===== config.mk =====
export PLATFORM = sky130hd
export DESIGN_NAME = unary_decode_u
export DESIGN_NICKNAME = d
export VERILOG_FILES = /design/src/rtl/unary_pkg.sv /design/src/rtl/unary_decode_u_win_cnt.sv /design/src/rtl/unary_decode_u.sv
export SDC_FILE = /design/constraint.sdc
export NUM_CORES = 1
export LEC_CHECK = 0
export CAP_MARGIN = 20
export CORE_UTILIZATION = 35
export DETAILED_ROUTE_END_ITERATION = 10
export PLACE_DENSITY = 0.53
export SLEW_MARGIN = 20
export SYNTH_ARGS = -nofsm -noshare
export SYNTH_HDL_FRONTEND = slang
export SYNTH_SLANG_ARGS = --single-unit
export TNS_END_PERCENT = 50

===== constraint.sdc =====
create_clock -name clk -period 2.1 [get_ports clk]
set_input_delay 0.21 -clock clk [delete_from_list [all_inputs] [get_ports clk]]
set_output_delay 0.21 -clock clk [all_outputs]
set_load 0.1 [all_outputs]

===== src/rtl/unary_pkg.sv =====
// Shared types and helpers for the unary kernel library's binary decoders.
package unary_pkg;

  // Decoder control states.
  typedef enum logic [1:0] {
    IDLE  = 2'd0,
    ACCUM = 2'd1,
    HOLD  = 2'd2
  } udec_state_t;

  // Window length in cycles for a given log2 depth.
  function automatic int unsigned win_len(input int unsigned dep);
    return 32'd1 << dep;
  endfunction

endpackage


===== src/rtl/unary_decode_u_win_cnt.sv =====
// win_cnt: W-bit clearable up-counter with a flag that marks the all-ones count.
module win_cnt #(
  parameter int W = 5
) (
  input  logic         clk,
  input  logic         rst_n,
  input  logic         clr,
  input  logic         en,
  output logic [W-1:0] count,
  output logic         last
);

  // Count register: clear has priority over increment.
  // NOTE: sequential state uses non-blocking (<=) so every flop samples pre-edge values.
  always_ff @(posedge clk or negedge rst_n) begin
    if (!rst_n)   count <= '0;
    else if (clr) count <= '0;
    else if (en)  count <= count + 1'b1;
  end

  // All ones marks the final sample of the window.
  assign last = &count;

endmodule


===== src/rtl/unary_decode_u.sv =====
// unary_decode_u: counts ones on a unipolar stochastic bitstream over 2^DEP
// cycles and presents the count through a valid/ready handshake.
module unary_decode_u
  import unary_pkg::*;
#(
  parameter int DEP = 5
) (
  input  logic           clk,
  input  logic           rst_n,
  input  logic           start,
  input  logic           in_bit,
  output logic           busy,
  output logic           out_valid,
  input  logic           out_ready,
  output logic [DEP:0]   out_data
);

  udec_state_t    state_q, state_d;
  logic [DEP-1:0] wcnt;
  logic           wlast;
  logic [DEP:0]   acc;
  logic           handshake;
  logic           accept;
  logic [DEP:0]   in_ext;

  assign handshake = out_valid & out_ready;
  // A new window begins from IDLE, or straight out of HOLD on the handshake cycle.
  assign accept    = start & ((state_q == IDLE) | ((state_q == HOLD) & handshake));
  assign in_ext    = {{DEP{1'b0}}, in_bit};

  win_cnt #(.W(DEP)) u_wcnt (
    .clk   (clk),
    .rst_n (rst_n),
    .clr   (accept),
    .en    (state_q == ACCUM),
    .count (wcnt),
    .last  (wlast)
  );

  // State register.
  always_ff @(posedge clk or negedge rst_n) begin
    if (!rst_n) state_q <= IDLE;
    else        state_q <= state_d;
  end

  // Next-state logic; start outside IDLE or a HOLD handshake is ignored.
  // NOTE: state_d gets a default before the case so no path leaves it unassigned (no latch).
  always_comb begin
    state_d = state_q;
    unique case (state_q)
      IDLE:    if (start) state_d = ACCUM;
      ACCUM:   if (wlast) state_d = HOLD;
      HOLD:    if (handshake) state_d = start ? ACCUM : IDLE;
      default: state_d = IDLE;
    endcase
  end

  // Output decode: busy follows the state register directly.
  always_comb begin
    busy = (state_q != IDLE);
  end

  // Ones accumulator; max 2^DEP fits in DEP+1 bits, so no overflow handling.
  always_ff @(posedge clk or negedge rst_n) begin
    if (!rst_n)                 acc <= '0;
    else if (accept)            acc <= '0;
    else if (state_q == ACCUM)  acc <= acc + in_ext;
  end

  // Result register: captures on the last sample, holds until the handshake.
  always_ff @(posedge clk or negedge rst_n) begin
    if (!rst_n) begin
      out_valid <= 1'b0;
      out_data  <= '0;
    end else if ((state_q == ACCUM) && wlast) begin
      out_valid <= 1'b1;
      out_data  <= acc + in_ext;
    end else if (handshake) begin
      out_valid <= 1'b0;
    end
  end

  unused_wcnt_ok: assert property (@(posedge clk) disable iff (!rst_n)
    (state_q != ACCUM) || (acc <= {1'b0, wcnt}))
    else $error("accumulator exceeds sample count");

endmodule


After elaboration in Yosys (flattened, before gate mapping)
Index checks and enable logic that the tools add are counted.

storage, ports and cells
  flip-flop bits (word level) = 20
  input bits = 5
  logic and storage cells = 34
  output and inout port bits = 8

operators by class
  $add $sub $neg = 2
  equal/unequal tests = 5
  bitwise gates (word level) = 4
  mux-type cells = 11
  reduce and logical (&&, ||, !) cells = 7

operator list
  operator               count
  $mux W6                2
  $mux W5                2
  $add A6 B1 Y6          1
  $mux W2                3
  $ne A2 B2 Y1 const B   3
  $pmux W2 S3            1
  $reduce_bool A2 Y1     3
  $add A5 B1 Y5 const B  1
  $reduce_and A5 Y1      1
  $and A1 B1 Y1          3
  $mux W1                3
  $reduce_and A3 Y1      1
  $eq A2 B1 Y1 const B   1
  $eq A2 B2 Y1 const B   1
  $logic_not A2 Y1       1
  $logic_and A1 B1 Y1    1
  $or A1 B1 Y1           1

Longest topological paths before layout
  word-level depth = 5
  mapped depth = 7
  mapped depth without buffers = 6

By module
A second synthesis with hierarchy kept.

second synthesis, totals
  cells, all modules = 89
  area, all modules = 1,006.0 µm²

by module, submodules not included
  module          instances  cells an instance  seq. area each (µm²)  area an instance (µm²)
  unary_decode_u  1          67                 375.4                 729.4
  win_cnt         1          22                 125.1                 276.5

Least setup slack after synthesis
No wires, ideal clock.

  path type = register -> register
  start point = register out_valid
  end point = register acc[2]
  library setup time = 0.126 ns
  path buffers = 0
  cell stages (with the launch flop) = 4
  slack = 0.192 ns
  arrival = 1.782 ns
  data required time = 1.974 ns
  period minus slack after synthesis = 1.908 ns
  cell sequence = dfrtp_1 a21boi_4 a211o_4 a221o_1

on the way
  cells in the longest elaborated chain, start to end = 5
  elaborated cells between the ends (all ways) = 6
  those cells by class = mux (1); bitwise (4); reduce/logical (1)

RTL lines
  element                                               RTL line              text
  start: declaration                                    unary_decode_u.sv:13  output logic out_valid,
  start signal: assignment                              unary_decode_u.sv:73  out_valid <= 1'b0;
  start signal: assignment                              unary_decode_u.sv:76  out_valid <= 1'b1;
  start signal: assignment                              unary_decode_u.sv:79  out_valid <= 1'b0;
  $and A1 B1 Y1 *                                       unary_decode_u.sv:26  assign handshake = out_valid & out_ready;
  $and A1 B1 Y1 *                                       unary_decode_u.sv:28  assign accept = start & ((state_q == IDLE) | ((state_q == HOLD) & handshake));
  $or A1 B1 Y1 *                                        unary_decode_u.sv:28
  $and A1 B1 Y1 *                                       unary_decode_u.sv:28
  $mux W6 / $reduce_bool A2 Y1 (equally long branches)  n/a
  end signal: assignment                                unary_decode_u.sv:67  else if (state_q == ACCUM) acc <= acc + in_ext;
  end: declaration                                      unary_decode_u.sv:21  logic [DEP:0] acc;

Mark *: on every way between the ends. The rest lies on a longest branch, timed or not.
A chain may end at the register's enable or synchronous reset.

Final worst setup path
  start point = register u_wcnt.count[0]
  end point = register out_data[5]

on the way
  cells in the longest elaborated chain, start to end = 2

RTL lines
  element                   RTL line                      text
  start: declaration        unary_decode_u_win_cnt.sv:9   output logic [W-1:0] count,
  start signal: assignment  unary_decode_u_win_cnt.sv:18  else if (en) count <= count + 1'b1;
  $reduce_and A5 Y1         unary_decode_u_win_cnt.sv:22  assign last = &count;
  $logic_and A1 B1 Y1       unary_decode_u.sv:75          end else if ((state_q == ACCUM) && wlast) begin
  end signal: assignment    unary_decode_u.sv:77          out_data <= acc + in_ext;
  end: declaration          unary_decode_u.sv:15          output logic [DEP:0] out_data

No other way between the ends.

==> metrics.txt <==
synth unique cells 36; CP Capture Type register; leakage power 0.0005121 uW; Peak VDD IR 0.6774 mV; CTS buffer count 3; Crit Path Category register to register; CTS Sinks 20; crit-path max FO 4; layout cell share with drive strength beyond 1 27.27%; WP data arrival 1.99 ns; fin cells 129; mapped cell area 985.9 um2; DIE WIDTH 55.08 um; worst hold-check path type input port to async pin; Port Buffers 12; Hold Violations, Final 0; DIE AREA 3033 um2; Initial Util 38.40%; Antenna Cells 0; run status complete, no violations; XOR/XNOR share of the synthesized area 3.553%; syn_area_per_cell 11.46 um2; Nets 109; Slew @ Worst Pin 0.5225 ns; grt ovf 0; routed len/inst 13.93 um; DRC errors left 0; max_cap viols 0; number of global-route vias before repair 617; WL final 1.797 mm; largest family of logic cells by synthesized area compound AO/OA/AOI/OAI gates; H-tree depth 1; Synth Instances 86; dpl hpwl 1.221 mm; num rows 18; RSZ-0062 raised after global routing false; Max Clk Rate 0.5767 GHz; Synthesized Nets 95; Tot GR Track Use 13.80%; CTS resizes 0; hold buffer count at cts 0; CTS Buffer Depth 2; number of synthesized flops with an enable pin 0; simple-gate share of the synthesized area 14.34%; Area Overhead vs Synth 15.99%; worst flop-to-flop path startpoint u_wcnt.count[0]; worst r2r dst out_data[5]; pin count of the biggest net entering global routing 21; slew margin rel. 65.09%; io pins 13; post-CTS setup buffers 0; worst-skew pair later-pin latency 0.31 ns; prevailing post-synth register cell dfrtp_1; Die Span Y 55.08 um; CTS tree built; GR Util met3 2.459%; setup TNS 0 ns; Compound-Gate Fraction of Synth Area 18.15%; drt first pass iters 3; Root Driver clkbuf_4; adder-cell share of the synthesized area 5.076%; GR Layer Usage met2 20.88%; first-pass GRT wire length 2.829 mm; ys async rst share 100.0%; post-route minimum period 1.734 ns; Via density 5.155; Seq/Total Area, Yosys 50.76%; Inst Count DP 125; vias 665; Detailed Route Iter0 Violations 6; Final Cycle Share 82.57%; met1 Track Usage GR 17.98%; Critical Path RT 2.35 ns; mux cell area share after synthesis 3.426%; clk_skew 0.002441 ns; Clock transition at path regs 0.12 ns; flops & latches, synth 20; ANT nets after route 0; busiest grt layer met2; setup violators final 0; gpl congestion 0.6843; Yosys warnings 0; Worst Setup Start Kind register; initial antenna violation count 0; core area 2567 um2; flop2flop setup slack 0.37 ns; cell area power density 1498 nW/um2; Worst R2R Path Depth 6; Slew Viols, Final 0
metrics by stage:
stage	utilization (%)	worst slack, ns	hold WS [ns]	cell area (um2)	power (uW)
2_1_floorplan	-	0.1922	-0.08559	985.9	1347
3_3_place_gp	43.13	0.4388	0.4633	1107	1489
3_5_place_dp	43.13	0.4114	0.4711	1107	1487
4_1_cts	44.54	0.3795	0.2261	1144	1727
5_1_grt	44.54	0.2539	0.2684	1144	1821
6_report	44.54	0.3659	0.2191	1144	1714
routing by layer:
| layer | part of all wire [%] | routed length, um | up-vias |
|---|---|---|---|
| met5 | 0 | 0 | - |
| met4 | 1.1 | 20 | 0 |
| met3 | 2.7 | 48 | 2 |
| met2 | 43 | 775 | 11 |
| met1 | 53 | 953 | 320 |
| li1 | - | - | 332 |
how the worst max path moves through the flow:
stage                          startpoint  slack (ns)          end
after floorplan                 out_valid        0.19       acc[2]
after global placement             in_bit        0.44       acc[4]
after detailed placement  u_wcnt.count[0]        0.41  out_data[5]
after CTS                 u_wcnt.count[0]        0.38  out_data[5]
after global routing      u_wcnt.count[1]        0.25  out_data[5]
final                     u_wcnt.count[0]        0.37  out_data[5]
sequential cells by signal (all words and copies together), names as in the netlist:
name          cells
acc               6
out_data          6
out_valid         1
state_q           2
u_wcnt.count      5
final cells by class:
class	count	area, um2
clock buffer	4	36.28
fill	248	1424
inverter	4	15.01
multi-input combinational	57	439.2
sequential	20	500.5
tap	30	37.54
timing repair buffer	14	115.1
cells in the mapped netlist, drive strengths merged, types with 3 or more instances:
master  count  area [um2]
dfrtp      20       500.5
inv         4       15.01
a22o        4       40.04
nand3       4       20.02
nand2       5       18.77
o21ai       6       30.03
clkbuf      3       15.01
mux2        3       33.78
ha          4       50.05
cells by family (layout without fill, tap and decap cells):
kind of cell               count (synthesis)  in the layout
AOI/OAI and AO/OA                         21             21
and+or+nand+nor                           25             25
adders and majority gates                  4              4
xor gates and xnor gates                   4              4
muxes                                      3              3
buffers and inverters                      9             22
DFF                                       20             20
where the power goes:
group          internal (uW)  leakage (uW)  switching (uW)  total (uW)
Sequential               523      0.000240             123         646
Combinational            301      0.000252             533         834
Clock                    106     0.0000210             128         234
cells in the final DEF (no fill, tap or decap), types with 2 or more instances in the layout:
cell	Yosys	final
dfrtp_1	20	20
xor2_1	2	2
nand3b_1	2	2
ha_1	4	4
inv_1	4	4
and3_1	2	2
nand3_1	4	4
clkdlybuf4s50_1	0	4
xnor2_1	2	2
nand2_1	5	5
nor2_1	2	2
o21ai_0	6	6
mux2_2	3	3
clkbuf_4	0	3
nor3b_1	2	2
a22o_2	4	4
buf_4	0	10
worst max-delay path: stages, from the launching register on:
cell      delay [ns]
dfrtp_1         0.40
ha_1            0.17
and3_1          0.16
ha_1            0.19
nand3b_1        0.17
or4_1           0.51
nand3_1         0.09
Note: power is estimated with default switching activity, not from simulation.
